### src/rtl/nr_div_ctrl.sv
// Control FSM sequencing a 4-bit non-restoring divider: INIT, four ITER cycles, then DONE.
// Optional macro DIV_ZERO_DETECT_EN short-circuits a zero divisor straight to DONE with an error flag.
//
//  state  | meaning
//  -------+-----------------------------------------------------------
//  IDLE   | waiting for start; strobes low; done may be held (DONE_PULSE=0)
//  INIT   | A <= 0, Q <= dividend
//  ITER   | shift A:Q, add/sub divisor, count; last pass captures results
//  DONE   | one-cycle completion, busy low, done high
module nr_div_ctrl #(
   parameter bit DONE_PULSE = 1'b1
) (
   input  logic clk,
   input  logic rst,
   input  logic start,
   input  logic negative_flag,
   input  logic status,
   input  logic divisor_zero,
   output logic busy,
   output logic done,
   output logic div_by_zero,
   output logic select_A,
   output logic select_Q,
   output logic ld_A,
   output logic ld_Q,
   output logic shift_left_enable_a,
   output logic shift_left_enable_q,
   output logic select_add,
   output logic select_mux_2,
   output logic count_enable,
   output logic ld_rem_quotient
);

   typedef enum logic [1:0] {
      S_IDLE = 2'd0,
      S_INIT = 2'd1,
      S_ITER = 2'd2,
      S_DONE = 2'd3
   } state_t;

   state_t r_state;
   logic   r_busy;
   logic   r_done;
   logic   r_select_A;
   logic   r_select_Q;
   logic   r_ld_A;
   logic   r_ld_Q;
   logic   r_shift_a;
   logic   r_shift_q;
   logic   r_select_add;
   logic   r_count_enable;
   logic   w_in_iter;

`ifdef DIV_ZERO_DETECT_EN
   logic   r_div_by_zero;
`else
   logic   w_unused_divisor_zero;
   assign w_unused_divisor_zero = divisor_zero;
`endif

   // Strobes are registered for the state being entered, so they line up with r_state.
   always_ff @(posedge clk) begin
      if (rst) begin
         r_state        <= S_IDLE;
         r_busy         <= 1'b0;
         r_done         <= 1'b0;
         r_select_A     <= 1'b0;
         r_select_Q     <= 1'b0;
         r_ld_A         <= 1'b0;
         r_ld_Q         <= 1'b0;
         r_shift_a      <= 1'b0;
         r_shift_q      <= 1'b0;
         r_select_add   <= 1'b0;
         r_count_enable <= 1'b0;
`ifdef DIV_ZERO_DETECT_EN
         r_div_by_zero  <= 1'b0;
`endif
      end else begin
         r_busy         <= 1'b0;
         r_select_A     <= 1'b0;
         r_select_Q     <= 1'b0;
         r_ld_A         <= 1'b0;
         r_ld_Q         <= 1'b0;
         r_shift_a      <= 1'b0;
         r_shift_q      <= 1'b0;
         r_select_add   <= 1'b0;
         r_count_enable <= 1'b0;
         case (r_state)
            S_IDLE: begin
               if (start) begin
`ifdef DIV_ZERO_DETECT_EN
                  if (divisor_zero) begin
                     r_state       <= S_DONE;
                     r_done        <= 1'b1;
                     r_div_by_zero <= 1'b1;
                  end else begin
                     r_state       <= S_INIT;
                     r_busy        <= 1'b1;
                     r_done        <= 1'b0;
                     r_ld_A        <= 1'b1;
                     r_ld_Q        <= 1'b1;
                     r_div_by_zero <= 1'b0;
                  end
`else
                  r_state <= S_INIT;
                  r_busy  <= 1'b1;
                  r_done  <= 1'b0;
                  r_ld_A  <= 1'b1;
                  r_ld_Q  <= 1'b1;
`endif
               end
            end
            S_INIT: begin
               r_state        <= S_ITER;
               r_busy         <= 1'b1;
               r_select_A     <= 1'b1;
               r_select_Q     <= 1'b1;
               r_ld_A         <= 1'b1;
               r_ld_Q         <= 1'b1;
               r_shift_a      <= 1'b1;
               r_shift_q      <= 1'b1;
               r_select_add   <= 1'b1;
               r_count_enable <= 1'b1;
            end
            S_ITER: begin
               // The datapath counter reads 3 on the fourth pass; its 4th increment wraps it to 0.
               if (status) begin
                  r_state <= S_DONE;
                  r_done  <= 1'b1;
               end else begin
                  r_state        <= S_ITER;
                  r_busy         <= 1'b1;
                  r_select_A     <= 1'b1;
                  r_select_Q     <= 1'b1;
                  r_ld_A         <= 1'b1;
                  r_ld_Q         <= 1'b1;
                  r_shift_a      <= 1'b1;
                  r_shift_q      <= 1'b1;
                  r_select_add   <= 1'b1;
                  r_count_enable <= 1'b1;
               end
            end
            S_DONE: begin
               r_state <= S_IDLE;
               r_done  <= ~DONE_PULSE;
            end
            default: begin
               r_state <= S_IDLE;
               r_done  <= 1'b0;
            end
         endcase
      end
   end

   assign w_in_iter = (r_state == S_ITER);

   assign busy                = r_busy;
   assign done                = r_done;
   assign select_A            = r_select_A;
   assign select_Q            = r_select_Q;
   assign ld_A                = r_ld_A;
   assign ld_Q                = r_ld_Q;
   assign shift_left_enable_a = r_shift_a;
   assign shift_left_enable_q = r_shift_q;
   assign select_add          = r_select_add;
   assign count_enable        = r_count_enable;
   // Sign of the current partial remainder picks add (negative) or subtract.
   assign select_mux_2        = w_in_iter & ~negative_flag;
   assign ld_rem_quotient     = w_in_iter & status;

`ifdef DIV_ZERO_DETECT_EN
   assign div_by_zero = r_div_by_zero;
`else
   assign div_by_zero = 1'b0;
`endif

endmodule

### config.mk
export PLATFORM = sky130hd
export DESIGN_NAME = nr_div_ctrl
export DESIGN_NICKNAME = d
export VERILOG_FILES = /design/src/rtl/nr_div_ctrl.sv
export SDC_FILE = /design/constraint.sdc
export NUM_CORES = 1
export LEC_CHECK = 0
export CORE_AREA = 2 2 39 41
export DETAILED_ROUTE_END_ITERATION = 16
export DIE_AREA = 0 0 41 43
export DONT_BUFFER_PORTS = 1
export SETUP_SLACK_MARGIN = 0.2
export SLEW_MARGIN = 20
export SYNTH_ARGS = -nofsm -noshare
export SYNTH_HDL_FRONTEND = slang
export SYNTH_SLANG_ARGS = --single-unit
### constraint.sdc
create_clock -name clk -period 2.35 [get_ports clk]
set_clock_uncertainty 0.2 [all_clocks]
set_input_delay 0.3525 -clock clk [delete_from_list [all_inputs] [get_ports clk]]
set_output_delay 0.3525 -clock clk [all_outputs]
set_load 0.03 [all_outputs]
# [After elaboration in Yosys (flattened, before gate mapping)]
# Cells that the tools add are included.
[word_totals] ff_bits=5 inputBits=6 word_cells=25
[classes] eq_ne=5 mux=10 bitwise_logic=3 reduce_logical=3
[op_table] operator="2-bit one-hot mux with 4 select lines" n=1
[op_table] operator="1-bit one-hot mux with 3 select lines" n=2
[op_table] operator="1-bit 2-to-1 mux" n=5
[op_table] operator="2-bit equality test (second input constant)" n=2
[op_table] operator="2-bit inequality test (second input constant)" n=2
[op_table] operator="3-bit AND reduction" n=1
[op_table] operator="3-bit nonzero test" n=1
[op_table] operator="1-bit AND" n=2
[op_table] operator="2-bit by 1-bit equality test with 1-bit output (second input constant)" n=1
[op_table] operator="2-bit logical NOT" n=1
[op_table] operator="2-bit 2-to-1 mux" n=1
[op_table] operator="1-bit one-hot mux with 2 select lines" n=1
[op_table] operator="1-bit NOT" n=1

# [Logic depth before layout (Yosys ltp)]
# Gate-level depths: netlist of run 1.
[logic_depth] ltp_word=3 ltp_mapped=5 ltp_nobuf=5

# [Worst setup path before layout of run 1]
# OpenSTA, ideal clock, no wires.
[synth_timing] path_kind="register to output" startpoint="reg r_state[0]" endpoint="out select_mux_2" t_arrival_ns=1.063 required_time_ns=1.798 slack_ns=0.735 path_stages_with_launch=4 path_buffers=0 path_cell_list="dfxtp_1 -> inv_1 -> ha_1 -> nor2b_1"
[synth_via] elab_chain_len=2
[synth_rtl] item="start, declared" line="41" text="state_t r_state;"
[synth_rtl] item="start signal, assigned" line="64" text="r_state <= S_IDLE;"
[synth_rtl] item="start signal, assigned" line="105" text="r_state <= S_INIT;"
[synth_rtl] item="start signal, assigned" line="114" text="r_state <= S_ITER;"
[synth_rtl] item="2-bit equality test" line="155" text="assign w_in_iter = (r_state == S_ITER);"
[synth_rtl] item="net w_in_iter" line="52" text="logic w_in_iter;"
[synth_rtl] item="1-bit AND" line="168" text="assign select_mux_2 = w_in_iter & ~negative_flag;"
[synth_rtl] item="end, declared" line="29" text="output logic select_mux_2,"
# The timed path passes the listed nets, and every way through them passes these cells.

# [Worst setup path after layout of run 1]
# Ends and elaborated chain as after synthesis.

==> results_dict.tcl, run 1 <==
set metrics [dict create \
    status "complete, no violations" \
    drv_slew 0 \
    firstDrtPassIters 2 \
    crit_type "flip-flop to primary output" \
    cts_tree "done" \
    start_util_pct 25.6 \
    grt_pass1_wl_um 807 \
    numPortBuffers 0 \
    synth_flop_cell "dfxtp_1" \
    post_cts_buffers 0 \
    cts_resized 0 \
    critPathRequiredTime_ps 1800 \
    fp.dieW_um 41 \
    num_rows 14 \
    async_flop_share_pct 0 \
    synth_cells 38 \
    vias_per_cell 3.98 \
    post-route-period-util_pct 82.9 \
    grt_use_total_pct 7.84 \
    tns_ps 0 \
    ys_warn_count 0 \
    diodes 0 \
    drive_gt1_share_pct 27.0 \
    seq_area_frac_synth_pct 28.3 \
    syn-mean-instance-area_um2 9.32 \
    yosysMostFrequentCell "buf_4" \
    cts_hold_buf 1 \
    routed_wl_um 522 \
    endpoint_kind "primary output" \
    num_vias 211 \
    die_y_um 43 \
    cts.sinks 5 \
    fmax_mhz 513 \
    clk_latency_ps 240 \
    netlist_top_cells_area "dfxtp_1 28%, ha_1 18%, buf_4 17%, nor2b_4 3.9%, a211oi_2 3.5%" \
    cts_made_buffers 3 \
    grt_max_degree 7 \
    ant_nets 0 \
    cts_max_level 1 \
    hp-class "input port to flip-flop" \
    gp_congestion 0.755 \
    fin_crit_ps 1950 \
    antenna_found_initial 0 \
    nets 49 \
    syn_area_um2 354 \
    grt_pass1_vias 189 \
    cts_root_buffer "clkbuf_4" \
    first_iter_violations 2 \
    ys_types 18 \
    setup_viol_count_final 0 \
    die-area_mm2 0.00176 \
    yosysTopAreaCell "dfxtp_1" \
    synth_top_area_share_pct 28.3 \
    setup.worst_path.start_class "flip-flop" \
    coreArea_mm2 0.00138 \
    synth_seq_cells 5 \
    area_growth_pct 3.53 \
    critPathMaxFanout 4 \
    drc 0 \
    crit_arrival_ps 1390 \
    grt_overflow 0 \
    synth_nets 49 \
    synth_top_cells_by_count "8 x buf_4, 5 x dfxtp_1, 5 x ha_1" \
    total_power_mw 0.480 \
    cap_viol_max_count 0 \
    final_util_pct 26.5 \
    rsz0062_at_grt "no" \
    clockBufferDepth 2 \
    vdd_drop_max_mv 0.476 \
    avgRoutedWirePerCell_um 9.85 \
    relSlewSlack_pct 62.4 \
    dp_hpwl_um 430 \
    p_leak_nw 0.159 \
    p_per_area_mw_per_mm2 1310 \
    nFillCells 154 \
    ioPinCount 19 \
    tightest_slew_ps 563 \
    synth-edff-count 0 \
    path_clk_slew_ps 40 \
    layout_setup_ws_ps 403 \
    final_hold_viol_count 0 \
    place_ws_ps 646 \
]
## state kept, by name, indices dropped and copies added, names as in the netlist
name,count
r_state,2
count_enable,1
done,1
ld_Q,1
## where the power goes
part / leakage, nW / internal [mW] / total [mW] / switching [mW]
combinational: 0.103 / 0.0815 / 0.253 / 0.172
clock: 0.0150 / 0.0641 / 0.0979 / 0.0338
sequential: 0.0416 / 0.110 / 0.128 / 0.0186
## per-layer routing
layer	share of wire [%]	wire length (um)	track usage, %	vias to the layer above
li1	-	-	-	113
met3	13	66	9.42	0
met4	0	0	4.67	0
met5	0	0	0	-
met1	38	200	7.42	91
met2	49	255	9.38	7
## stage by stage
| step | hold slack (ps) | cell area [um2] | cells |
|---|---|---|---|
| 5_1_grt | 70.8 | 367 | 53 |
| 4_1_cts | 72.5 | 367 | 53 |
| 2_1_floorplan | 217 | 354 | 38 |
| 6_report | 77.8 | 367 | 53 |
| 3_5_place_dp | 216 | 330 | 48 |
| 3_3_place_gp | 217 | 330 | 48 |
## logic make-up (layout without fill, tap and decap cells)
family	Yosys count	in the layout	share of synthesized area [%]
buffers and inverters	10	9	19.1
AO/OA/AOI/OAI	5	5	10.6
adder cells (fa/ha/maj)	5	5	17.7
AND/OR/NAND/NOR	12	12	23.3
other	1	1	1.06
flip-flops	5	5	28.3
## worst max-delay path, stage by stage, from the launching register on
cell	delay, ps
dfxtp_1	320
inv_1	130
ha_1	210
nor2b_1	490
## layout by cell type (no fill, tap or decap), drive strengths merged
cell	n
conb	1
a211oi	2
nor2	1
nand2	3
clkbuf	4
a21oi	2
nor3	1
or2b	1
nor3b	1
buf	2
and2	1
dfxtp	5
dlygate4sd3	1
inv	2
o31ai	1
nor2b	3
nand4b	1
ha	5
## final timing paths
path,cells past startpoint,slack (ps),start,end
worst max-delay path,3,400,r_state[0],select_mux_2
worst min-delay path,2,80,start,ld_Q
worst max register to register,5,810,r_state[0],r_state[0]
worst min register to register,2,310,r_state[1],r_state[1]
## area by class of cell
| type | instances | area [um2] | share of cell area [%] |
|---|---|---|---|
| timing repair buffer | 3 | 25.0 | 6.83 |
| inverter | 2 | 7.51 | 2.05 |
| tap | 16 | 20.0 | 5.46 |
| multi-input combinational | 23 | 186 | 50.9 |
| clock buffer | 4 | 26.3 | 7.17 |
| sequential | 5 | 101 | 27.6 |
(Power assumes the default switching activity.)
==> inputs of run 2 (changes only) <==
- clock period: 2.35 -> 1.6 ns (I/O delays scaled with it)
==> run 2 against run 1 <==
Against the previous run:
- count of clock-buffer cells in the layout unchanged
- die area unchanged
- setup slack got worse by 250 ps
- routed wire length increased by 6.9%
- final cell count increased by 9.4%
- critical endpoint unchanged
==> results_dict.tcl, run 2 (synthesized netlist as in run 1, its figures left out) <==
set metrics [dict create \
    status "complete, no violations" \
    routed_wl_um 558 \
    layout_setup_ws_ps 153 \
    seq_area_um2 106 \
    drv_slew 0 \
    num_vias 242 \
    largest_reg_flops 2 \
    clk_latency_ps 240 \
    drc 0 \
    die-area_mm2 0.00176 \
    hold_path_depth 3 \
    r2r_setup_slack_ps 190 \
    grt_pass1_wl_um 883 \
    antenna_found_initial 0 \
    critPathMaxFanout 3 \
    tns_ps 0 \
    cts_made_buffers 3 \
    p_leak_nw 0.190 \
    setup.worst_path.start_class "flip-flop" \
    grt_pass1_vias 225 \
    multi_input_area_um2 218 \
    rr_worst_depth 5 \
    nets 54 \
    clockBufferDepth 2 \
    endpoint_kind "primary output" \
    grt_use_total_pct 8.34 \
    rsz0062_at_grt "yes" \
    coreArea_mm2 0.00138 \
    ioPinCount 19 \
    critPathRequiredTime_ps 1160 \
    hold_ws_ps 68.4 \
    post-route-period-util_pct 90.4 \
    grt_max_degree 7 \
    cts_root_buffer "clkbuf_4" \
    diodes 0 \
    hold_path.startpoint "status" \
    layout_common_cells "4 x ha_1, 4 x buf_4" \
    cts_max_level 1 \
    regMostFlops "r_state" \
    vdd_drop_max_mv 0.596 \
    holdPathEnd "count_enable" \
    p_per_area_mw_per_mm2 1760 \
    cts_tree "done" \
    vias_per_cell 4.17 \
    hp-class "input port to flip-flop" \
    avgRoutedWirePerCell_um 9.62 \
    ant_nets 0 \
    start_util_pct 25.6 \
    dp_hpwl_um 423 \
    path_clk_slew_ps 40 \
    gp_congestion 0.760 \
    nFillCells 140 \
    place_ws_ps 121 \
    rr_startpoint "r_state[1]" \
    fp.dieW_um 41 \
    final_hold_viol_count 0 \
    grt_overflow 0 \
    cts.sinks 5 \
    drive_gt1_share_pct 47.6 \
    numPortBuffers 0 \
    first_iter_violations 1 \
    setup_viol_count_final 0 \
    area_growth_pct 30.0 \
    num_rows 14 \
    fin_crit_ps 1450 \
    firstDrtPassIters 2 \
    timing.rr.end "done" \
    cap_viol_max_count 0 \
    crit_type "flip-flop to primary output" \
    die_y_um 43 \
    fmax_mhz 691 \
    crit_arrival_ps 1010 \
]
run 2: stage by stage:
stage	power (mW)	instance area (um2)	util (%)	instances
after detailed placement	0.580	347	25.0	48
after floorplan	0.566	358	-	38
after global routing	0.871	460	33.3	58
final	0.809	460	33.3	58
after global placement	0.577	347	25.0	48
after CTS	0.803	448	32.4	58
run 2: routing by layer:
metal | track usage, % | part of all wire, %
met3 | 9.95 | 12
met4 | 4.00 | 0
met2 | 11.9 | 53
met5 | 0 | 0
met1 | 6.45 | 35
run 2: worst max path at each step:
stage / start / endpoint / slack [ps] / cells after the start
finish: r_state[0] / select_mux_2 / 150 / 3
global route: r_state[0] / select_mux_2 / 100 / 3
CTS: r_state[0] / select_mux_2 / 140 / 3
detailed placement: r_state[0] / done / 120 / 5
global placement: r_state[0] / done / 150 / 5
floorplan: r_state[0] / done / 220 / 5
run 2: critical path: stages (launching register included):
cell     delay [ps]
dfxtp_2         330
inv_4            70
ha_4            130
nor2b_4         240
run 2: where the power goes:
group,switching [mW],internal (mW)
Combinational,0.274,0.188
Clock,0.0478,0.0940
Sequential,0.0358,0.169
Total,0.357,0.451
run 2: final cells by class:
cell class              count  share of cell area, %
repair buffers              8                   17.4
multi-input cells          23                   47.3
clock buffers               4                   5.71
well taps                  16                   4.35
inverters                   2                   2.17
flip-flops and latches      5                   23.1
run 2: what timing repair did:
item	4_1_cts	5_1_grt
hold buffers	3	0
setup endpoints to repair	6	7
setup buffers	3	0
hold endpoints to repair	5	0
pin swaps	2	3
gates resized for setup	7	4
